===== config.mk =====
export PLATFORM = sky130hd
export DESIGN_NAME = seg7_scan_driver
export DESIGN_NICKNAME = d
export VERILOG_FILES = /design/src/rtl/seg7_scan_driver.sv
export SDC_FILE = /design/constraint.sdc
export NUM_CORES = 1
export LEC_CHECK = 0
export CORE_MARGIN = 5
export CORE_UTILIZATION = 45
export DETAILED_ROUTE_END_ITERATION = 8
export MAX_ROUTING_LAYER = met4
export PLACE_DENSITY = 0.81
export SETUP_SLACK_MARGIN = 0.15
export SLEW_MARGIN = 10
export SYNTH_ARGS = -nofsm -noshare
export SYNTH_HDL_FRONTEND = slang
export SYNTH_SLANG_ARGS = --single-unit

===== constraint.sdc =====
create_clock -name clk -period 2.14 [get_ports clk]
set_input_delay 0.428 -clock clk [delete_from_list [all_inputs] [get_ports clk]]
set_output_delay 0.428 -clock clk [all_outputs]
set_load 0.1 [all_outputs]

===== src/rtl/seg7_scan_driver.sv =====
// Multiplexed 4-digit 7-segment scan driver with a double-buffered display word,
// anti-ghosting blank slots, and optional leading-zero suppression.
module seg7_scan_driver #(
  parameter logic [15:0] REFRESH_DIV  = 16'd2500,
  parameter logic [7:0]  BLANK_CYCLES = 8'd50
) (
  input  logic        clk,
  input  logic        rst_n,
  input  logic        ena,
  input  logic        in_valid,
  output logic        in_ready,
  input  logic [15:0] digits_in,
  input  logic [3:0]  dots_in,
  input  logic        lz_suppress,
  output logic [6:0]  seg_out,
  output logic        dot_out,
  output logic [3:0]  digit_sel,
  output logic        frame_start
);

  localparam logic [0:0] ST_BLANK = 1'b0;
  localparam logic [0:0] ST_ON    = 1'b1;

  localparam logic [15:0] BLANK_LAST = {8'd0, BLANK_CYCLES} - 16'd1;
  localparam logic [15:0] ON_LAST    = REFRESH_DIV - 16'd1;

  function automatic logic [6:0] seg_decode(input logic [3:0] code);
    logic [6:0] seg;
    case (code)
      4'd0:    seg = 7'h3F;
      4'd1:    seg = 7'h06;
      4'd2:    seg = 7'h5B;
      4'd3:    seg = 7'h4F;
      4'd4:    seg = 7'h66;
      4'd5:    seg = 7'h6D;
      4'd6:    seg = 7'h7D;
      4'd7:    seg = 7'h07;
      4'd8:    seg = 7'h7F;
      4'd9:    seg = 7'h6F;
      default: seg = 7'h00;
    endcase
    return seg;
  endfunction

  logic [0:0]  state_r;
  logic [15:0] cnt_r;
  logic [1:0]  idx_r;
  logic [15:0] pend_digits_r;
  logic [3:0]  pend_dots_r;
  logic        pend_valid_r;
  logic [15:0] disp_digits_r;
  logic [3:0]  disp_dots_r;

  logic        accept_s;
  logic        xfer_s;
  logic        frame_start_s;
  logic [3:0]  cur_code_s;
  logic [3:0]  zero_s;
  logic        lz_blank_s;

  assign in_ready = !pend_valid_r;
  assign accept_s = in_valid && !pend_valid_r;

  // Frame boundary is gated by rst_n so it stays low during reset without a clock.
  always_comb begin
    frame_start_s = rst_n && ena && (state_r == ST_BLANK) && (idx_r == 2'd0)
                    && (cnt_r == 16'd0);
    xfer_s        = frame_start_s && pend_valid_r;
  end

  // Scan FSM: BLANK then ON per digit, frozen while ena is low.
  always_ff @(posedge clk or negedge rst_n) begin
    if (!rst_n) begin
      state_r <= ST_BLANK;
      cnt_r   <= 16'd0;
      idx_r   <= 2'd0;
    end else if (ena) begin
      case (state_r)
        ST_BLANK: begin
          if (cnt_r == BLANK_LAST) begin
            state_r <= ST_ON;
            cnt_r   <= 16'd0;
          end else begin
            cnt_r <= cnt_r + 16'd1;
          end
        end
        ST_ON: begin
          if (cnt_r == ON_LAST) begin
            state_r <= ST_BLANK;
            cnt_r   <= 16'd0;
            idx_r   <= idx_r + 2'd1;
          end else begin
            cnt_r <= cnt_r + 16'd1;
          end
        end
        default: begin
          state_r <= ST_BLANK;
          cnt_r   <= 16'd0;
        end
      endcase
    end
  end

  // Pending buffer: accept when empty, drain at a frame boundary.
  always_ff @(posedge clk or negedge rst_n) begin
    if (!rst_n) begin
      pend_digits_r <= 16'd0;
      pend_dots_r   <= 4'd0;
      pend_valid_r  <= 1'b0;
    end else if (accept_s) begin
      pend_digits_r <= digits_in;
      pend_dots_r   <= dots_in;
      pend_valid_r  <= 1'b1;
    end else if (xfer_s) begin
      pend_valid_r <= 1'b0;
    end
  end

  // Display register only changes at a frame boundary, so a frame is never torn.
  always_ff @(posedge clk or negedge rst_n) begin
    if (!rst_n) begin
      disp_digits_r <= 16'd0;
      disp_dots_r   <= 4'd0;
    end else if (xfer_s) begin
      disp_digits_r <= pend_digits_r;
      disp_dots_r   <= pend_dots_r;
    end
  end

  // Output mux: a digit is lead-zero blanked when it and every higher digit are zero.
  always_comb begin
    cur_code_s = disp_digits_r[{idx_r, 2'b00} +: 4];
    zero_s[0]  = (disp_digits_r[3:0]   == 4'd0);
    zero_s[1]  = (disp_digits_r[7:4]   == 4'd0);
    zero_s[2]  = (disp_digits_r[11:8]  == 4'd0);
    zero_s[3]  = (disp_digits_r[15:12] == 4'd0);
    case (idx_r)
      2'd3:    lz_blank_s = zero_s[3];
      2'd2:    lz_blank_s = zero_s[3] && zero_s[2];
      2'd1:    lz_blank_s = zero_s[3] && zero_s[2] && zero_s[1];
      default: lz_blank_s = 1'b0;
    endcase
    frame_start = frame_start_s;
    if (ena && (state_r == ST_ON)) begin
      digit_sel = 4'b0001 << idx_r;
      seg_out   = (lz_suppress && lz_blank_s) ? 7'h00 : seg_decode(cur_code_s);
      dot_out   = disp_dots_r[idx_r];
    end else begin
      digit_sel = 4'b0000;
      seg_out   = 7'h00;
      dot_out   = 1'b0;
    end
  end

endmodule


==> qor.txt, run 1 <==
number of distinct library cells after synthesis -> 45
die area -> 0.00863 mm²
Main synth FF type -> dfrtp_1
VDD IR max -> 0.000423 V
Final Max Slew Viols -> 0
H-tree levels -> 3
DR WL/cell -> 18.2 µm
status -> complete, but fails checks
layout cell share with drive strength beyond 1 -> 0.481
max-cap violations -> 0
Core Area -> 0.00676 mm²
Synth top cells by count -> dfrtp_1 (60), mux2_1 (21), mux2_2 (21), ha_1 (13), inv_1 (13)
total power -> 2.97 mW
Final Cycle Share -> 1.29
drt drc -> 0
logic gate share of total power -> 0.240
Seq pwr share -> 0.467
slowest stage delay, CP -> 0.60 ns
YS warnings -> 0
post-DP HPWL -> 5070 µm
Post-synth EDFFs -> 0
placed cells -> 398
critical path buffer and inverter count -> 3
All-Layer GR Usage -> 0.197
Final Skew -> 0.00893 ns
flops & latches, synth -> 60
# clock sinks -> 60
vias in the first global route -> 2479
Longest Clk Path Bufs -> 2
Internal Power -> 2.00 mW
most used standard cell by instance count after synthesis -> dfrtp_1
Worst setup EP type -> output port
Seq/Total Area, Yosys -> 0.486
Synth Net Count -> 291
Critical Path Source Type -> flop
Final Hold Viols -> 0
worst hold slack -> 0.283 ns
Clk pin slew, worst setup/hold paths -> 0.07 ns
Post-Route Setup TNS -> -7.98 ns
setup slack after layout -> -0.627 ns
asr flop ratio synth -> 1.00
Final Cell Area -> 0.00466 mm²
unrepaired setup endpoints after global routing -> true
Mapped Cells -> 253
clock share of power -> 0.294
max_slew headroom -> 0.498
leakage -> 2.01 nW
grt ovf -> 0
drt initial violations -> 203
Switching Share -> 0.329
cell area after placement -> 0.00405 mm²
initial core utilization -> 0.458
Critical Path RT -> 1.71 ns
CP max FO -> 6
Least-Margin Pin Slew -> 0.752 ns
Vias -> 2356
Num CTS Buffers -> 9
synthesized area -> 0.00309 mm²
pwr/cell area -> 638 mW/mm²
Worst R2R Setup Slack -> -0.23 ns
Hold/Removal Path Class -> input port to async pin
# hold bufs at CTS -> 0
max frequency -> 0.361 GHz
fin crit period -> 2.77 ns
syn_area_per_cell -> 12.2 µm²
sw power -> 0.977 mW
FP Rows -> 30
drt pass-1 iters -> 4
first-pass GRT wire length -> 12600 µm
share of the synthesized area in the top cell type -> 0.486
crit-path leading delay family -> multiplexers
final core utilization -> 0.690
Clock Latency Late Sink -> 0.34 ns
WP data arrival -> 2.34 ns
CTS tree -> built
WL final -> 7830 µm
post-route insts no fill -> 431
Die X -> 92.9 µm
post-layout net count -> 384
Place WS -> -0.379 ns
critical path class -> flop to output port
count of final setup violators -> 33
post-DR vias/cell -> 5.47
Layout area overhead -> 50.7%
Ant. Diodes -> 0
Synth area leader -> dfrtp_1
# port buffers -> 38
largest net degree at the start of global routing -> 61
Synth area leaders -> dfrtp_1 (49%), mux2_1 (7.6%), mux2_2 (7.6%), ha_1 (5.3%), mux4_2 (3.6%)
gpl congestion -> 0.890
CP max stage cell -> mux4_2
violated checks -> negative setup slack
Die H -> 92.9 µm
initial antenna violation count -> 0
CTS Root Cell -> clkbuf_8
ANT nets after route -> 0
Cell Chain, Critical Path -> mux4_2 > inv_2 > ha_4 > inv_2 > mux2_4 > a2bb2oi_2 > nor2_4 > buf_12
# IOs -> 39
most frequent cell on the critical path -> inv_2
-- layout by cell type, fill, tap and decap left out, types with 7 or more instances in the layout --
cell	Yosys	final
mux2_4	1	13
buf_4	0	42
clkbuf_8	0	10
buf_12	0	16
nand3_1	12	12
nand2_1	12	12
mux2_1	21	9
dfrtp_1	60	57
nor2_1	11	7
buf_6	4	8
mux2_2	21	21
xnor2_1	12	12
clkdlybuf4s50_1	0	23
inv_1	13	9
-- power by group through the flow --
stage	combinational (mW)	clock, mW	sequential, mW
CTS	0.700	0.887	1.38
global placement	0.668	0	1.39
finish	0.713	0.873	1.39
floorplan	0.473	0	1.33
detailed placement	0.684	0	1.39
global route	0.765	0.941	1.41
-- worst register-to-register path: cells and delay by family (launching register included) --
family / cells / cell delay [ns]
multiplexers: 1 / 0.32
adder cells (fa/ha/maj): 1 / 0.13
flip-flops: 1 / 0.46
AND/OR/NAND/NOR: 3 / 0.51
buffers and inverters: 7 / 0.84
-- kinds of logic after synthesis --
group / Yosys count / synth area share
buffers and inverters: 24 / 0.0401
flip-flops: 60 / 0.486
XOR/XNOR: 14 / 0.0397
AO/OA/AOI/OAI: 24 / 0.0607
AND/OR/NAND/NOR: 70 / 0.127
adder cells (fa/ha/maj): 13 / 0.0526
multiplexers: 48 / 0.194
-- layout make-up --
class,instances,area (µm²)
inverter,13,53.8
fill,437,2100
timing repair buffer,93,1040
multi-input combinational,169,1790
clock inverter,4,25.0
clock buffer,12,145
tap,80,100
sequential,60,1510
-- repair_timing --
action,in CTS,in global routing
buffers inserted,10,4
setup endpoints to repair,33,43
cloned,2,1
resized for setup,45,14
pin swaps,8,8
hold endpoints to repair,0,0
-- layer usage --
| layer | vias up | global-route usage | routed length, µm |
|---|---|---|---|
| li1 | 1092 | - | - |
| met1 | 1183 | 0.238 | 3380 |
| met2 | 64 | 0.325 | 4030 |
| met3 | 17 | 0.0382 | 266 |
| met4 | 0 | 0.0781 | 157 |
| met5 | - | - | 0 |
-- flip-flops by register name, indices dropped and copies added, names as in the netlist --
register and flops:
state_r 1, idx_r 2, disp_dots_r 4, pend_digits_r 16, disp_digits_r 16, pend_dots_r 4, pend_valid_r 1, cnt_r 16
-- worst paths after layout --
check,startpoint,to,cells after the start
max,idx_r[0],seg_out[4],8
min in group clk,cnt_r[15],cnt_r[15],1
min reg2reg,cnt_r[15],cnt_r[15],1
min,rst_n,pend_digits_r[2],2
max in group asynchronous,rst_n,cnt_r[0],2
max reg2reg,idx_r[0],disp_digits_r[1],12
No activity file was read; power rests on OpenSTA's default activity.
==> inputs of run 2 (changes only) <==
Settings changed: SKIP_LAST_GASP set to 1.
==> run 2 against run 1 <==
Compared with the run above:
- highest routed layer unchanged
- the run still ends with negative setup slack left
- die area unchanged
- worst hold slack improved by 0.029 ns
- critical path type unchanged
- wire length increased by 1.6%
- register-to-register slack got worse by 0.06 ns
- global-route usage decreased by 0.18 points
- total power increased by 0.38%
- design area decreased by 0.21%
- worst setup slack improved by 0.016 ns
- sequential share of layout area about the same
- clock power increased by 0.6%
- sequential power about the same
==> qor.txt, run 2 (synthesis gave the netlist of run 1 again) <==
# clock sinks -> 60 (unchanged)
# IOs -> 39 (unchanged)
Final Max Slew Viols -> 0 (unchanged)
post-DP HPWL -> 5070 µm (unchanged)
Register-to-Register Path Depth -> 12 (unchanged)
WP data arrival -> 2.32 ns (-0.02 ns)
max frequency -> 0.364 GHz (+0.57%)
post-layout net count -> 384 (unchanged)
Reg2Reg Launch Point -> idx_r[0]
Vias -> 2357 (+0.042%)
CTS tree -> built
Num CTS Buffers -> 9 (unchanged)
FP Rows -> 30 (unchanged)
drt drc -> 0 (unchanged)
fillcell total -> 441 (+0.92%)
DR WL/cell -> 18.5 µm (+1.6%)
Critical Path Source Type -> flop
Critical Path RT -> 1.71 ns (about the same)
Worst R2R Setup Slack -> -0.29 ns (-0.06 ns)
count of final setup violators -> 33 (unchanged)
max-cap violations -> 0 (unchanged)
Ant. Diodes -> 0 (unchanged)
Layout area overhead -> 50.4%
layout cell share with drive strength beyond 1 -> 0.467 (-0.0142)
vias in the first global route -> 2492 (+0.52%)
most common cell after layout, fill and taps aside -> dfrtp_1
H-tree levels -> 3 (unchanged)
Final Skew -> 0.0127 ns (+0.00376 ns)
setup slack after layout -> -0.611 ns (+0.0158 ns)
Max Used Layer -> met4
grt ovf -> 0 (unchanged)
initial antenna violation count -> 0 (unchanged)
All-Layer GR Usage -> 0.195 (-0.00178)
pwr/cell area -> 642 mW/mm² (+0.59%)
drt initial violations -> 260 (+28%)
violated checks -> negative setup slack
largest net degree at the start of global routing -> 61 (unchanged)
Post-Route Setup TNS -> -9.51 ns (-1.53 ns)
Die H -> 92.9 µm (unchanged)
Regs by FF count -> cnt_r x16, disp_digits_r x16, pend_digits_r x16
first-pass GRT wire length -> 12500 µm (-0.66%)
Clock Latency Late Sink -> 0.34 ns (about the same)
Worst Setup SP -> idx_r[0]
# hold bufs at CTS -> 0 (unchanged)
RR Endpoint -> disp_digits_r[1]
# port buffers -> 38 (unchanged)
initial core utilization -> 0.458 (unchanged)
WL met2 -> 4110 µm (+2.0%)
Least-Margin Pin Slew -> 0.743 ns (-0.00956 ns)
Die X -> 92.9 µm (unchanged)
leading cell types in the layout, fill and taps excluded -> dfrtp_1 (58), buf_4 (42), clkdlybuf4s50_1 (23), mux2_2 (21)
Worst setup EP type -> output port
leakage -> 2.01 nW (+0.44%)
die area -> 0.00863 mm² (unchanged)
post-DR vias/cell -> 5.47 (about the same)
Worst setup endpoint -> seg_out[4]
gpl congestion -> 0.890 (unchanged)
Core Area -> 0.00676 mm² (unchanged)
unrepaired setup endpoints after global routing -> true
CTS Root Cell -> clkbuf_8
met1 WL -> 3250 µm (-3.8%)
VDD IR max -> 0.000415 V (-1.9%)
status -> complete, but fails checks
Final Hold Viols -> 0 (unchanged)
max_slew headroom -> 0.505 (+0.00637)
metal3 WL -> 386 µm (+45%)
critical path class -> flop to output port
Hold/Removal Path Class -> input port to async pin
Longest Clk Path Bufs -> 2 (unchanged)
Final Cycle Share -> 1.29 (-0.00737)
ANT nets after route -> 0 (unchanged)
WL final -> 7960 µm (+1.6%)
Clk pin slew, worst setup/hold paths -> 0.07 ns (about the same)
drt pass-1 iters -> 4 (unchanged)
CP max FO -> 6 (unchanged)
fin crit period -> 2.75 ns (-0.0158 ns)
total power -> 2.98 mW (+0.38%)
## run 2: changes by cell type in the layout (fill, tap and decap cells not counted), moves of 2 or more
cell    previous run  this run
mux2_1             9        16
nor4_2             3         5
nor4_1             6         4
mux2_4            13         6
## run 2: what timing repair did
action	CTS	global route
setup endpoints to repair	33	43
resized for setup	35	19
cloned	2	1
buffers inserted	10	4
pin swaps	8	8
## run 2: area by class of cell
cell class | instances | area, µm² | area share
well taps | 80 | 100 | 0.0215
clock inverters | 4 | 25.0 | 0.00538
inverters | 13 | 53.8 | 0.0116
clock buffers | 12 | 145 | 0.0312
repair buffers | 93 | 1040 | 0.224
multi-input cells | 169 | 1780 | 0.383
flip-flops and latches | 60 | 1500 | 0.323
## run 2: power breakdown
part	internal, mW	switching (mW)	total, mW
combinational	0.308	0.412	0.721
sequential	1.24	0.145	1.39
clock	0.448	0.430	0.878
## run 2: stage by stage
stage | hold WS [ns] | instance area (µm²) | cells | util | setup slack (ns)
floorplan | 0.132 | 3210 | 253 | - | -0.555
global placement | 0.472 | 4050 | 398 | 0.599 | -0.329
detailed placement | 0.479 | 4050 | 398 | 0.599 | -0.379
CTS | 0.330 | 4520 | 426 | 0.668 | -0.602
global route | 0.375 | 4650 | 431 | 0.688 | -0.706
finish | 0.312 | 4650 | 431 | 0.688 | -0.611
## run 2: worst min-delay path by stage
stage	start	endpoint
global placement	disp_dots_r[3]	disp_dots_r[3]
floorplan	rst_n	cnt_r[0]
global route	rst_n	disp_digits_r[1]
finish	rst_n	disp_digits_r[1]
detailed placement	pend_digits_r[1]	disp_digits_r[1]
CTS	rst_n	pend_digits_r[2]
## run 2: worst max-delay path, cell delays in order (launching register included)
cell       delay, ns
dfrtp_2         0.45
mux4_2          0.60
inv_2           0.12
ha_4            0.13
inv_2           0.03
mux2_4          0.25
a2bb2oi_2       0.14
nor2_4          0.09
buf_12          0.18
## run 2: metal layers
metal | track usage | vias up
met3 | 0.0431 | 17
met4 | 0.100 | 0
met2 | 0.316 | 76
met1 | 0.229 | 1169
met5 | - | -
li1 | - | 1095
==> inputs of run 3 (changes only) <==
--- a/config.mk
+++ b/config.mk
@@ -7,2 +7,3 @@
 export LEC_CHECK = 0
+export CAP_MARGIN = 20
 export CORE_MARGIN = 5
--- a/constraint.sdc
+++ b/constraint.sdc
@@ -3,2 +3,2 @@
 set_output_delay 0.428 -clock clk [all_outputs]
-set_load 0.1 [all_outputs]
+set_load 0.01 [all_outputs]
==> run 3 against run 2 <==
Compared with the run above:
- the flow still finishes with violations (negative setup slack)
- die area stayed put
- via count rose by 4.4%
- non-clock buffer count fell by 2
- utilization down 3.6 points
- clock skew is essentially flat
- combinational power down 9.6%
==> qor.txt, run 3 (synthesis gave the netlist of run 1 again) <==
fin crit period -> 2.60 ns (-0.153 ns)
most common cell after layout, fill and taps aside -> dfrtp_1
Layout area overhead -> 42.4%
# port buffers -> 38 (unchanged)
max frequency -> 0.385 GHz (+5.9%)
Die H -> 92.9 µm (unchanged)
Regs by FF count -> cnt_r x16, disp_digits_r x16, pend_digits_r x16
# hold bufs at CTS -> 0 (unchanged)
All-Layer GR Usage -> 0.206 (+0.0112)
placed cells -> 406 (+2.0%)
Final Hold Viols -> 0 (unchanged)
Final Cell Area -> 0.00440 mm² (-5.3%)
max-cap violations -> 0 (unchanged)
leading cell types in the layout, fill and taps excluded -> dfrtp_1 (58), buf_4 (45), clkdlybuf4s50_1 (24), mux2_2 (21), mux2_1 (16)
Internal Power -> 2.39 mW (+20%)
post-DR vias/cell -> 5.74 (+4.9%)
leakage -> 2.02 nW (about the same)
pwr/cell area -> 751 mW/mm² (+17%)
die area -> 0.00863 mm² (unchanged)
H-tree levels -> 3 (unchanged)
gpl congestion -> 0.833 (-6.4%)
WP data arrival -> 2.17 ns (-0.15 ns)
drt pass-1 iters -> 5 (+1)
Switching Share -> 0.277 (-0.0536)
Reg2Reg Launch Point -> idx_r[0]
Final Max Slew Viols -> 0 (unchanged)
met1 WL -> 3320 µm (+2.1%)
Final Cycle Share -> 1.21 (-0.0716)
Clk pin slew, worst setup/hold paths -> 0.08 ns (about the same)
Least-Margin Pin Slew -> 0.737 ns (-0.00618 ns)
grt ovf -> 0 (unchanged)
# clock sinks -> 60 (unchanged)
cell area after placement -> 0.00392 mm² (-3.2%)
first-pass GRT wire length -> 13200 µm (+5.4%)
VDD IR max -> 0.000553 V (+33%)
logic gate share of total power -> 0.197 (-0.045)
sw power -> 0.917 mW (-7.2%)
Die X -> 92.9 µm (unchanged)
Critical Path Source Type -> flop
Ant. Diodes -> 0 (unchanged)
Hold/Removal Path Class -> input port to async pin
final core utilization -> 0.652 (-0.0365)
Worst Setup SP -> idx_r[0]
total power -> 3.31 mW (+11%)
initial core utilization -> 0.458 (unchanged)
Num CTS Buffers -> 9 (unchanged)
worst hold slack -> 0.274 ns (-0.0383 ns)
WL met2 -> 4130 µm (+0.54%)
Vias -> 2461 (+4.4%)
violated checks -> negative setup slack
Longest Clk Path Bufs -> 2 (unchanged)
critical path class -> flop to output port
max_slew headroom -> 0.509 (+0.00412)
Seq pwr share -> 0.407 (-0.057)
post-DP HPWL -> 5170 µm (+2.0%)
Place WS -> -0.544 ns (-0.165 ns)
CTS Root Cell -> clkbuf_8
DR WL/cell -> 19.3 µm (+4.2%)
Final Skew -> 0.0130 ns (+0.000291 ns)
ANT nets after route -> 0 (unchanged)
layout cell share with drive strength beyond 1 -> 0.444 (-0.0231)
Worst setup EP type -> output port
vias in the first global route -> 2577 (+3.4%)
Post-Route Setup TNS -> -5.49 ns (+4.02 ns)
Max Used Layer -> met4
# IOs -> 39 (unchanged)
setup slack after layout -> -0.458 ns (+0.153 ns)
WL final -> 8260 µm (+3.8%)
drt drc -> 0 (unchanged)
largest net degree at the start of global routing -> 61 (unchanged)
FP Rows -> 30 (unchanged)
fillcell total -> 472 (+7.0%)
post-layout net count -> 382 (-0.52%)
Core Area -> 0.00676 mm² (unchanged)
unrepaired setup endpoints after global routing -> true
metal3 WL -> 477 µm (+24%)
initial antenna violation count -> 0 (unchanged)
count of final setup violators -> 30 (-9.1%)
post-route insts no fill -> 429 (-0.46%)
drt initial violations -> 265 (+1.9%)
Critical Path RT -> 1.71 ns (about the same)
CTS tree -> built
status -> complete, but fails checks
clock share of power -> 0.396 (+0.102)
Clock Latency Late Sink -> 0.35 ns (about the same)
CP max FO -> 5 (-1)
run 3: final timing paths:
path                                     endpoint  slack (ns)  cells after the start
worst max-delay path                   seg_out[4]       -0.46                      8
worst min-delay path               pend_dots_r[2]        0.27                      2
worst max register to register   disp_digits_r[5]       -0.13                     10
worst min register to register  disp_digits_r[10]        0.49                      1
max in group asynchronous                idx_r[1]        1.34                      2
min in group clk                disp_digits_r[10]        0.49                      1
run 3: metal layers:
metal  vias to the layer above  track usage
li1                       1094            -
met1                      1209        0.235
met4                         0       0.0928
met5                         -            -
met2                       119        0.346
met3                        39       0.0479
run 3: layout make-up:
class / instances / area (µm²) / area share
well taps: 80 / 100 / 0.0227
repair buffers: 91 / 822 / 0.187
inverters: 13 / 48.8 / 0.0111
clock inverters: 5 / 108 / 0.0244
clock buffers: 11 / 151 / 0.0344
multi-input cells: 169 / 1670 / 0.379
flip-flops and latches: 60 / 1500 / 0.342
run 3: critical path: stages (launching register included):
cell	delay, ns
dfrtp_2	0.43
mux4_2	0.55
inv_2	0.10
ha_4	0.14
inv_2	0.03
mux2_4	0.25
a2bb2oi_2	0.13
nor2_2	0.06
buf_2	0.13
run 3: timing repair:
| item | in CTS | in global routing |
|---|---|---|
| buffers inserted | 4 | 0 |
| setup endpoints to repair | 33 | 47 |
| pin swaps | 5 | 6 |
| gates resized for setup | 66 | 17 |
| gates cloned | 3 | 0 |
run 3: power by group through the flow:
stage                     Sequential [mW]  Clock (mW)  Combinational [mW]
after global placement               1.35           0               0.570
after CTS                            1.34        1.32               0.595
after global routing                 1.36        1.38               0.692
after floorplan                      1.33           0               0.321
final                                1.35        1.31               0.652
after detailed placement             1.36           0               0.599
